==> config.mk <==
export PLATFORM = sky130hd
export DESIGN_NAME = icache_fetch_buffer
export DESIGN_NICKNAME = d
export VERILOG_FILES = /design/src/rtl/icache_fetch_buffer_pkg.sv /design/src/rtl/icache_line_array.sv /design/src/rtl/icache_fetch_buffer.sv
export SDC_FILE = /design/constraint.sdc
export NUM_CORES = 2
export LEC_CHECK = 0
export ABC_CLOCK_PERIOD_IN_PS = 5300
export BUFFER_PORTS_ARGS = -buffer_cell sky130_fd_sc_hd__buf_2
export CAP_MARGIN = 10
export CORE_ASPECT_RATIO = 0.6
export CORE_MARGIN = 8
export CORE_UTILIZATION = 63
export CTS_CLUSTER_DIAMETER = 80
export DETAILED_ROUTE_END_ITERATION = 10
export PLACE_DENSITY = 0.8
export SYNTH_ARGS = -nofsm -noshare
export SYNTH_HDL_FRONTEND = slang
export SYNTH_SLANG_ARGS = --single-unit
==> constraint.sdc <==
create_clock -name clk_in -period 5.3 [get_ports clk_in]
set_input_delay 0.795 -clock clk_in [delete_from_list [all_inputs] [get_ports clk_in]]
set_output_delay 0.795 -clock clk_in [all_outputs]
set_load 0.02 [all_outputs]
==> src/rtl/icache_fetch_buffer_pkg.sv <==
// Shared constants and state encodings for the instruction cache fetch buffer.
// The per-request instruction count is shared with the memory controller.
package icache_fetch_buffer_pkg;

  localparam int ADDR_TYPE    = 32;
  localparam int INST_TYPE    = 32;
  localparam int INST_PER_REQ = 4;

  localparam logic TRUE  = 1'b1;
  localparam logic FALSE = 1'b0;

  localparam logic [ADDR_TYPE-1:0] ADDR_RESET = '0;
  localparam logic [INST_TYPE-1:0] INST_RESET = '0;

  typedef enum logic [1:0] {
    IDLE   = 2'd0,
    REFILL = 2'd1,
    RESP   = 2'd2
  } state_t;

endpackage

==> src/rtl/icache_line_array.sv <==
// Direct-mapped valid/tag/data storage addressed by word address (pc[ADDR_W-1:2]).
// Combinational read with tag compare, per-word refill write, separate tag/valid commit.
module icache_line_array
  import icache_fetch_buffer_pkg::*;
#(
  parameter int LINE_WORDS = INST_PER_REQ,
  parameter int NUM_LINES  = 16,
  parameter int ADDR_W     = ADDR_TYPE,
  localparam int OFF_W     = $clog2(LINE_WORDS),
  localparam int IDX_W     = $clog2(NUM_LINES),
  localparam int WA_W      = ADDR_W - 2,
  localparam int TAG_W     = WA_W - OFF_W - IDX_W
) (
  input  logic                 clk_in,
  input  logic                 rst_in,
  input  logic [WA_W-1:0]      rd_addr,
  output logic                 rd_hit,
  output logic [INST_TYPE-1:0] rd_word,
  input  logic                 word_we,
  input  logic [WA_W-1:0]      wr_addr,
  input  logic [INST_TYPE-1:0] wr_data,
  input  logic                 commit_en
);

  logic [INST_TYPE-1:0] data_mem [NUM_LINES*LINE_WORDS];
  logic [TAG_W-1:0]     tag_mem  [NUM_LINES];
  logic [NUM_LINES-1:0] valid_q;

  logic [IDX_W-1:0] rd_idx, wr_idx;
  logic [TAG_W-1:0] rd_tag, wr_tag;

  assign rd_idx  = rd_addr[OFF_W +: IDX_W];
  assign rd_tag  = rd_addr[WA_W-1 -: TAG_W];
  assign wr_idx  = wr_addr[OFF_W +: IDX_W];
  assign wr_tag  = wr_addr[WA_W-1 -: TAG_W];
  assign rd_hit  = valid_q[rd_idx] && (tag_mem[rd_idx] == rd_tag);
  assign rd_word = data_mem[rd_addr[OFF_W+IDX_W-1:0]];

  // Only the valid bits need a reset; tag and data are qualified by them.
  always_ff @(posedge clk_in or posedge rst_in) begin
    if (rst_in) begin
      valid_q <= '0;
    end else if (commit_en) begin
      valid_q[wr_idx] <= TRUE;
    end
  end

  always_ff @(posedge clk_in) begin
    if (word_we) begin
      data_mem[wr_addr[OFF_W+IDX_W-1:0]] <= wr_data;
    end
    if (commit_en) begin
      tag_mem[wr_idx] <= wr_tag;
    end
  end

endmodule

==> src/rtl/icache_fetch_buffer.sv <==
// Direct-mapped instruction cache: 1-cycle hits, line refill from the memory controller.
// Optional hit/miss counters are built when ICACHE_PERF_EN is defined.
module icache_fetch_buffer
  import icache_fetch_buffer_pkg::*;
#(
  parameter int LINE_WORDS = INST_PER_REQ,
  parameter int NUM_LINES  = 16,
  parameter int ADDR_W     = ADDR_TYPE
) (
  input  logic                 clk_in,
  input  logic                 rst_in,
  input  logic                 rdy_in,
  input  logic                 req_valid_in,
  input  logic [ADDR_W-1:0]    pc_in,
  output logic                 ready_out,
  output logic                 inst_valid_out,
  output logic [INST_TYPE-1:0] inst_out,
  input  logic                 flush_in,
  output logic                 enable_to_mem,
  output logic [ADDR_W-1:0]    address_to_mem,
  output logic                 reset_to_mem,
  input  logic [INST_TYPE-1:0] inst_from_mem,
  input  logic                 one_inst_finish_from_mem,
  input  logic                 end_from_mem,
  output logic [1:0]           state_dbg
`ifdef ICACHE_PERF_EN
  ,
  output logic [31:0]          hit_cnt_out,
  output logic [31:0]          miss_cnt_out
`endif
);

  localparam int OFF_W = $clog2(LINE_WORDS);
  localparam int CNT_W = OFF_W + 1;
  localparam int WA_W  = ADDR_W - 2;

  // Handshake: a request is taken only when req_valid_in && ready_out && rdy_in && !flush_in
  // at a clock edge; otherwise the fetcher keeps presenting it.

  state_t           state, state_nxt;
  logic [WA_W-1:0]  pc_q;
  logic [CNT_W-1:0] cnt;
  logic [WA_W-1:0]  rd_addr, wr_addr;
  logic             rd_hit;
  logic [INST_TYPE-1:0] rd_word;
  logic accept, hit_acc, miss_acc, fin_ok, line_done;
  logic word_we, commit, abort, resp_fire;
  logic unused_pc_bits;

  assign unused_pc_bits = ^pc_in[1:0];
  assign state_dbg      = state;

  icache_line_array #(
    .LINE_WORDS(LINE_WORDS),
    .NUM_LINES (NUM_LINES),
    .ADDR_W    (ADDR_W)
  ) u_lines (
    .clk_in   (clk_in),
    .rst_in   (rst_in),
    .rd_addr  (rd_addr),
    .rd_hit   (rd_hit),
    .rd_word  (rd_word),
    .word_we  (word_we),
    .wr_addr  (wr_addr),
    .wr_data  (inst_from_mem),
    .commit_en(commit)
  );

  always_ff @(posedge clk_in or posedge rst_in) begin
    if (rst_in) begin
      state <= IDLE;
    end else if (rdy_in) begin
      state <= state_nxt;
    end
  end

  always_comb begin
    state_nxt = state;
    case (state)
      IDLE: begin
        if (!flush_in && req_valid_in && !rd_hit) state_nxt = REFILL;
      end
      REFILL: begin
        if (flush_in)       state_nxt = IDLE;
        else if (line_done) state_nxt = RESP;
      end
      RESP:    state_nxt = IDLE;
      default: state_nxt = IDLE;
    endcase
  end

  // Flush outranks everything; a line completes on end_from_mem or on its last word.
  always_comb begin
    accept    = rdy_in && (state == IDLE) && req_valid_in && !flush_in;
    hit_acc   = accept && rd_hit;
    miss_acc  = accept && !rd_hit;
    fin_ok    = one_inst_finish_from_mem && (cnt < CNT_W'(LINE_WORDS));
    line_done = end_from_mem || (fin_ok && (cnt == CNT_W'(LINE_WORDS - 1)));
    word_we   = rdy_in && (state == REFILL) && !flush_in && fin_ok;
    commit    = rdy_in && (state == REFILL) && !flush_in && line_done;
    abort     = rdy_in && (state == REFILL) && flush_in;
    resp_fire = rdy_in && (state == RESP) && !flush_in;
    ready_out = (state == IDLE) && !rst_in;
    rd_addr   = (state == IDLE) ? pc_in[ADDR_W-1:2] : pc_q;
    wr_addr   = {pc_q[WA_W-1:OFF_W], cnt[OFF_W-1:0]};
  end

  always_ff @(posedge clk_in or posedge rst_in) begin
    if (rst_in) begin
      inst_valid_out <= FALSE;
      inst_out       <= INST_RESET;
      enable_to_mem  <= FALSE;
      address_to_mem <= ADDR_W'(ADDR_RESET);
      reset_to_mem   <= FALSE;
      pc_q           <= '0;
      cnt            <= '0;
    end else if (rdy_in) begin
      inst_valid_out <= hit_acc || resp_fire;
      reset_to_mem   <= abort;
      if (hit_acc || resp_fire) begin
        inst_out <= rd_word;
      end
      if (miss_acc) begin
        pc_q           <= pc_in[ADDR_W-1:2];
        address_to_mem <= {pc_in[ADDR_W-1:OFF_W+2], {(OFF_W+2){1'b0}}};
        enable_to_mem  <= TRUE;
        cnt            <= '0;
      end else if (abort || commit) begin
        enable_to_mem  <= FALSE;
      end
      if (word_we) begin
        cnt <= cnt + CNT_W'(1);
      end
    end
  end

`ifdef ICACHE_PERF_EN
  always_ff @(posedge clk_in or posedge rst_in) begin
    if (rst_in) begin
      hit_cnt_out  <= '0;
      miss_cnt_out <= '0;
    end else if (rdy_in) begin
      if (hit_acc)  hit_cnt_out  <= hit_cnt_out + 32'd1;
      if (miss_acc) miss_cnt_out <= miss_cnt_out + 32'd1;
    end
  end
`endif

endmodule
==> flow_summary.toml <==
[outcome]
status = "finished, violations left"
violations = "design-rule violations, negative setup slack"

[floorplanning]
fp.dieW_um = 529
dieArea_mm2 = 0.171
die_h_um = 324
coreArea_mm2 = 0.157
rows = 113
num_io_pins = 141
initial_utilization = 0.631

[cells_and_area]
drive_gt1_frac = 0.182
area_growth_pct = 11.4
instances_no_fill = 8244
final_cell_area_mm2 = 0.111
finalNetCount = 6010

[clock_tree]
cts_buffer_depth = 3
cts_buffers = 202
cts_hold_buf = 0
clkTransAtPathRegs_ns = 0.07
cts-htree-levels = 4
cts_sinks = 2518
cts_resized = 0
cts_setup_buffers = 0
cts_tree = "yes"
clock_tree.root_cell = "clkbuf_16"
clkLatencyLatePin_ns = 0.86

[routing]
drtPass1Iterations = 10
vias = 60222
drc_errors = 2
wire_per_inst_um = 34.3
wl_um = 283000
ant_nets = 0
drt_iter0_markers = 12300
viasPerCell = 7.30

[placement]
pre_cts_ws_ns = 0.256
place_congestion = 0.935
hpwl_um = 164000
placed_area_mm2 = 0.104
place_inst = 7855
port_buffers = 134

[pwr]
pwr-share-seq = 0.499
p_clk_frac = 0.326
p_comb_frac = 0.175
p_per_area_mw_per_mm2 = 411
switching_share = 0.283
peakVddDrop_mv = 0.361
finalPower_uw = 45500
switchingPower_uw = 12900
p_leak_uw = 0.0366
p_int_uw = 32600

[synth]
synth_ff_type = "edfxtp_1"
ys_seq_elements = 2518
yosysWarnings = 0
async_flop_share = 0.0342
netlist_area_mm2 = 0.0994
synth_edf_count = 2432
syn_area_per_cell_um2 = 17.3
seq_area_frac_synth = 0.757
synth_cells = 5732
yosysUniqueCellTypes = 80

[global_route]
overflow = 0
grt_max_degree = 97
grt_pass1_wl_um = 401000
grt_pass1_vias = 58132
antenna_found_initial = 17
track_usage = 0.324

[timing]
worstMarginPinSlew_ns = 1.34
period_needed_ns = 5.32
finalSetupViolCount = 1
setup_ws_ns = -0.0172
max_slew_margin = 0.108
max_freq_mhz = 188
finalCritPeriodShare = 1.00
finalSetupTns_ns = -0.0172
skew_ns = 0.0517
slew_violations = 0
rsz0062_at_grt = "false"
hold_viol = 0

[worst_setup_path]
critPathMaxFanout = 36
critPathLaunchType = "flop"
r2r-start = "state_dbg[1]"
path_class = "flop to flop"
r2r_slack_ns = -0.02
crit_slowest_cell = "a22o_1"
crit_chain = "buf_4 -> o21ai_0 -> a22o_1 -> a21oi_1 -> a2111oi_0 -> mux2i_1 -> xor2_1 -> nand4_1 -> or3_1 -> buf_12 -> nor4_1 -> a211o_1"
worstPathArrival_ns = 6.09
startpoint = "state_dbg[1]"
ff2ff_path_depth = 12
end_kind = "flop"
endpoint = "inst_out[14]"
worstPathRequired_ns = 6.07
r2r-end = "inst_out[14]"
critical-path-max-stage-delay_ns = 0.90

[flow_run]
cap_violations = 0

[worst_hold_path]
worst_hold_path_type = "input port to asynchronous set/reset pin"
==> layout make-up <==
class / count / area [µm²]
tap: 2127 / 2660
clock inverter: 111 / 1090
inverter: 9 / 35.0
fill: 8962 / 46700
clock buffer: 261 / 5300
sequential: 2518 / 75200
antenna: 12 / 30.0
timing repair buffer: 427 / 3630
multi-input combinational: 2779 / 22800
==> routing by layer <==
layer / track usage / share of wire / up-vias
li1: - / - / 23583
met1: 0.471 / 0.36 / 29992
met2: 0.451 / 0.42 / 5918
met3: 0.128 / 0.18 / 725
met4: 0.112 / 0.038 / 4
met5: 0.00333 / 0.000081 / -
==> flip-flops by register name, indices dropped and copies added (netlist names) <==
signal and cells:
u_lines.data_mem 2048, u_lines.tag_mem 384, inst_out 32, pc_q 30, u_lines.valid_q 16, cnt 3, state_dbg 2, enable_to_mem 1
inst_valid_out 1, reset_to_mem 1
==> per-stage QoR <==
stage | util | hold slack [ns]
5_1_grt | 0.703 | 0.138
6_report | 0.703 | 0.0829
2_1_floorplan | - | 0.430
3_3_place_gp | 0.662 | 0.446
3_5_place_dp | 0.662 | 0.444
4_1_cts | 0.703 | 0.0642
==> cells by family (layout without fill, tap and decap cells) <==
logic type               Yosys count  count (layout)  synth area share
buffers and inverters            438             808            0.0212
AO/OA/AOI/OAI                   1023            1023            0.0761
XOR/XNOR                          18              18           0.00159
other                              1              16         0.0000377
multiplexers                     537             537            0.0882
AND/OR/NAND/NOR                 1195            1195            0.0560
flip-flops                      2518            2518             0.757
adder cells (fa/ha/maj)            2               2          0.000252
==> worst min path at each step <==
stage          slack [ns]                   to
2_1_floorplan        0.43   u_lines.valid_q[6]
3_5_place_dp         0.44   u_lines.valid_q[6]
5_1_grt              0.14          inst_out[0]
4_1_cts              0.06              pc_q[4]
3_3_place_gp         0.45  u_lines.valid_q[15]
6_report             0.08              pc_q[4]
==> cell usage in the layout (no fill, tap or decap), types with 86 or more instances in the layout <==
cell | Yosys | routed
edfxtp_1 | 2432 | 2432
nand2_1 | 638 | 637
mux4_2 | 269 | 269
a31oi_1 | 261 | 261
mux2i_1 | 247 | 246
buf_4 | 41 | 232
clkbuf_16 | 0 | 202
a211oi_1 | 139 | 139
and3_1 | 137 | 137
buf_2 | 106 | 134
a22o_1 | 129 | 129
a32oi_1 | 129 | 129
dfrtp_1 | 86 | 86
==> worst max-delay path, delay by kind of cell, from the launching register on <==
kind / cells / cell delay, ns
flip-flops: 1 / 0.38
multiplexers: 1 / 0.24
AND/OR/NAND/NOR: 3 / 1.31
AO/OA/AOI/OAI: 5 / 2.12
buffers and inverters: 2 / 0.42
XOR/XNOR: 1 / 0.74
==> power groups by stage <==
| stage | clock network, µW | registers [µW] | logic (µW) |
|---|---|---|---|
| floorplan | 0 | 23000 | 4330 |
| detailed placement | 0 | 23100 | 7550 |
| global route | 15500 | 22700 | 8190 |
| global placement | 0 | 23100 | 7360 |
| CTS | 14800 | 22700 | 7660 |
| finish | 14800 | 22700 | 7980 |
==> synth_stat cells, types with 16 or more instances <==
library cell	count	area, µm²
edfxtp_1	2432	73000
nand2_1	638	2390
mux4_2	269	6060
a31oi_1	261	1630
mux2i_1	247	2470
clkbuf_1	235	882
a211oi_1	139	1040
and3_1	137	857
a22o_1	129	1130
a32oi_1	129	1130
buf_2	106	531
nor2_1	100	375
dfrtp_1	86	2150
nand3_1	79	395
o21ai_0	53	265
a21oi_1	52	260
o22ai_1	47	294
buf_4	41	308
and2_1	39	244
nand4_1	39	244
nor4_1	38	238
nor2b_1	36	225
o221ai_1	36	315
nor3_1	35	175
a211o_1	33	289
o22a_1	32	280
a21o_1	28	210
a2bb2oi_1	27	236
buf_1	25	93.8
mux2_2	21	236
buf_6	17	191
or2_2	16	100
Note: power is estimated with default switching activity, not from simulation.
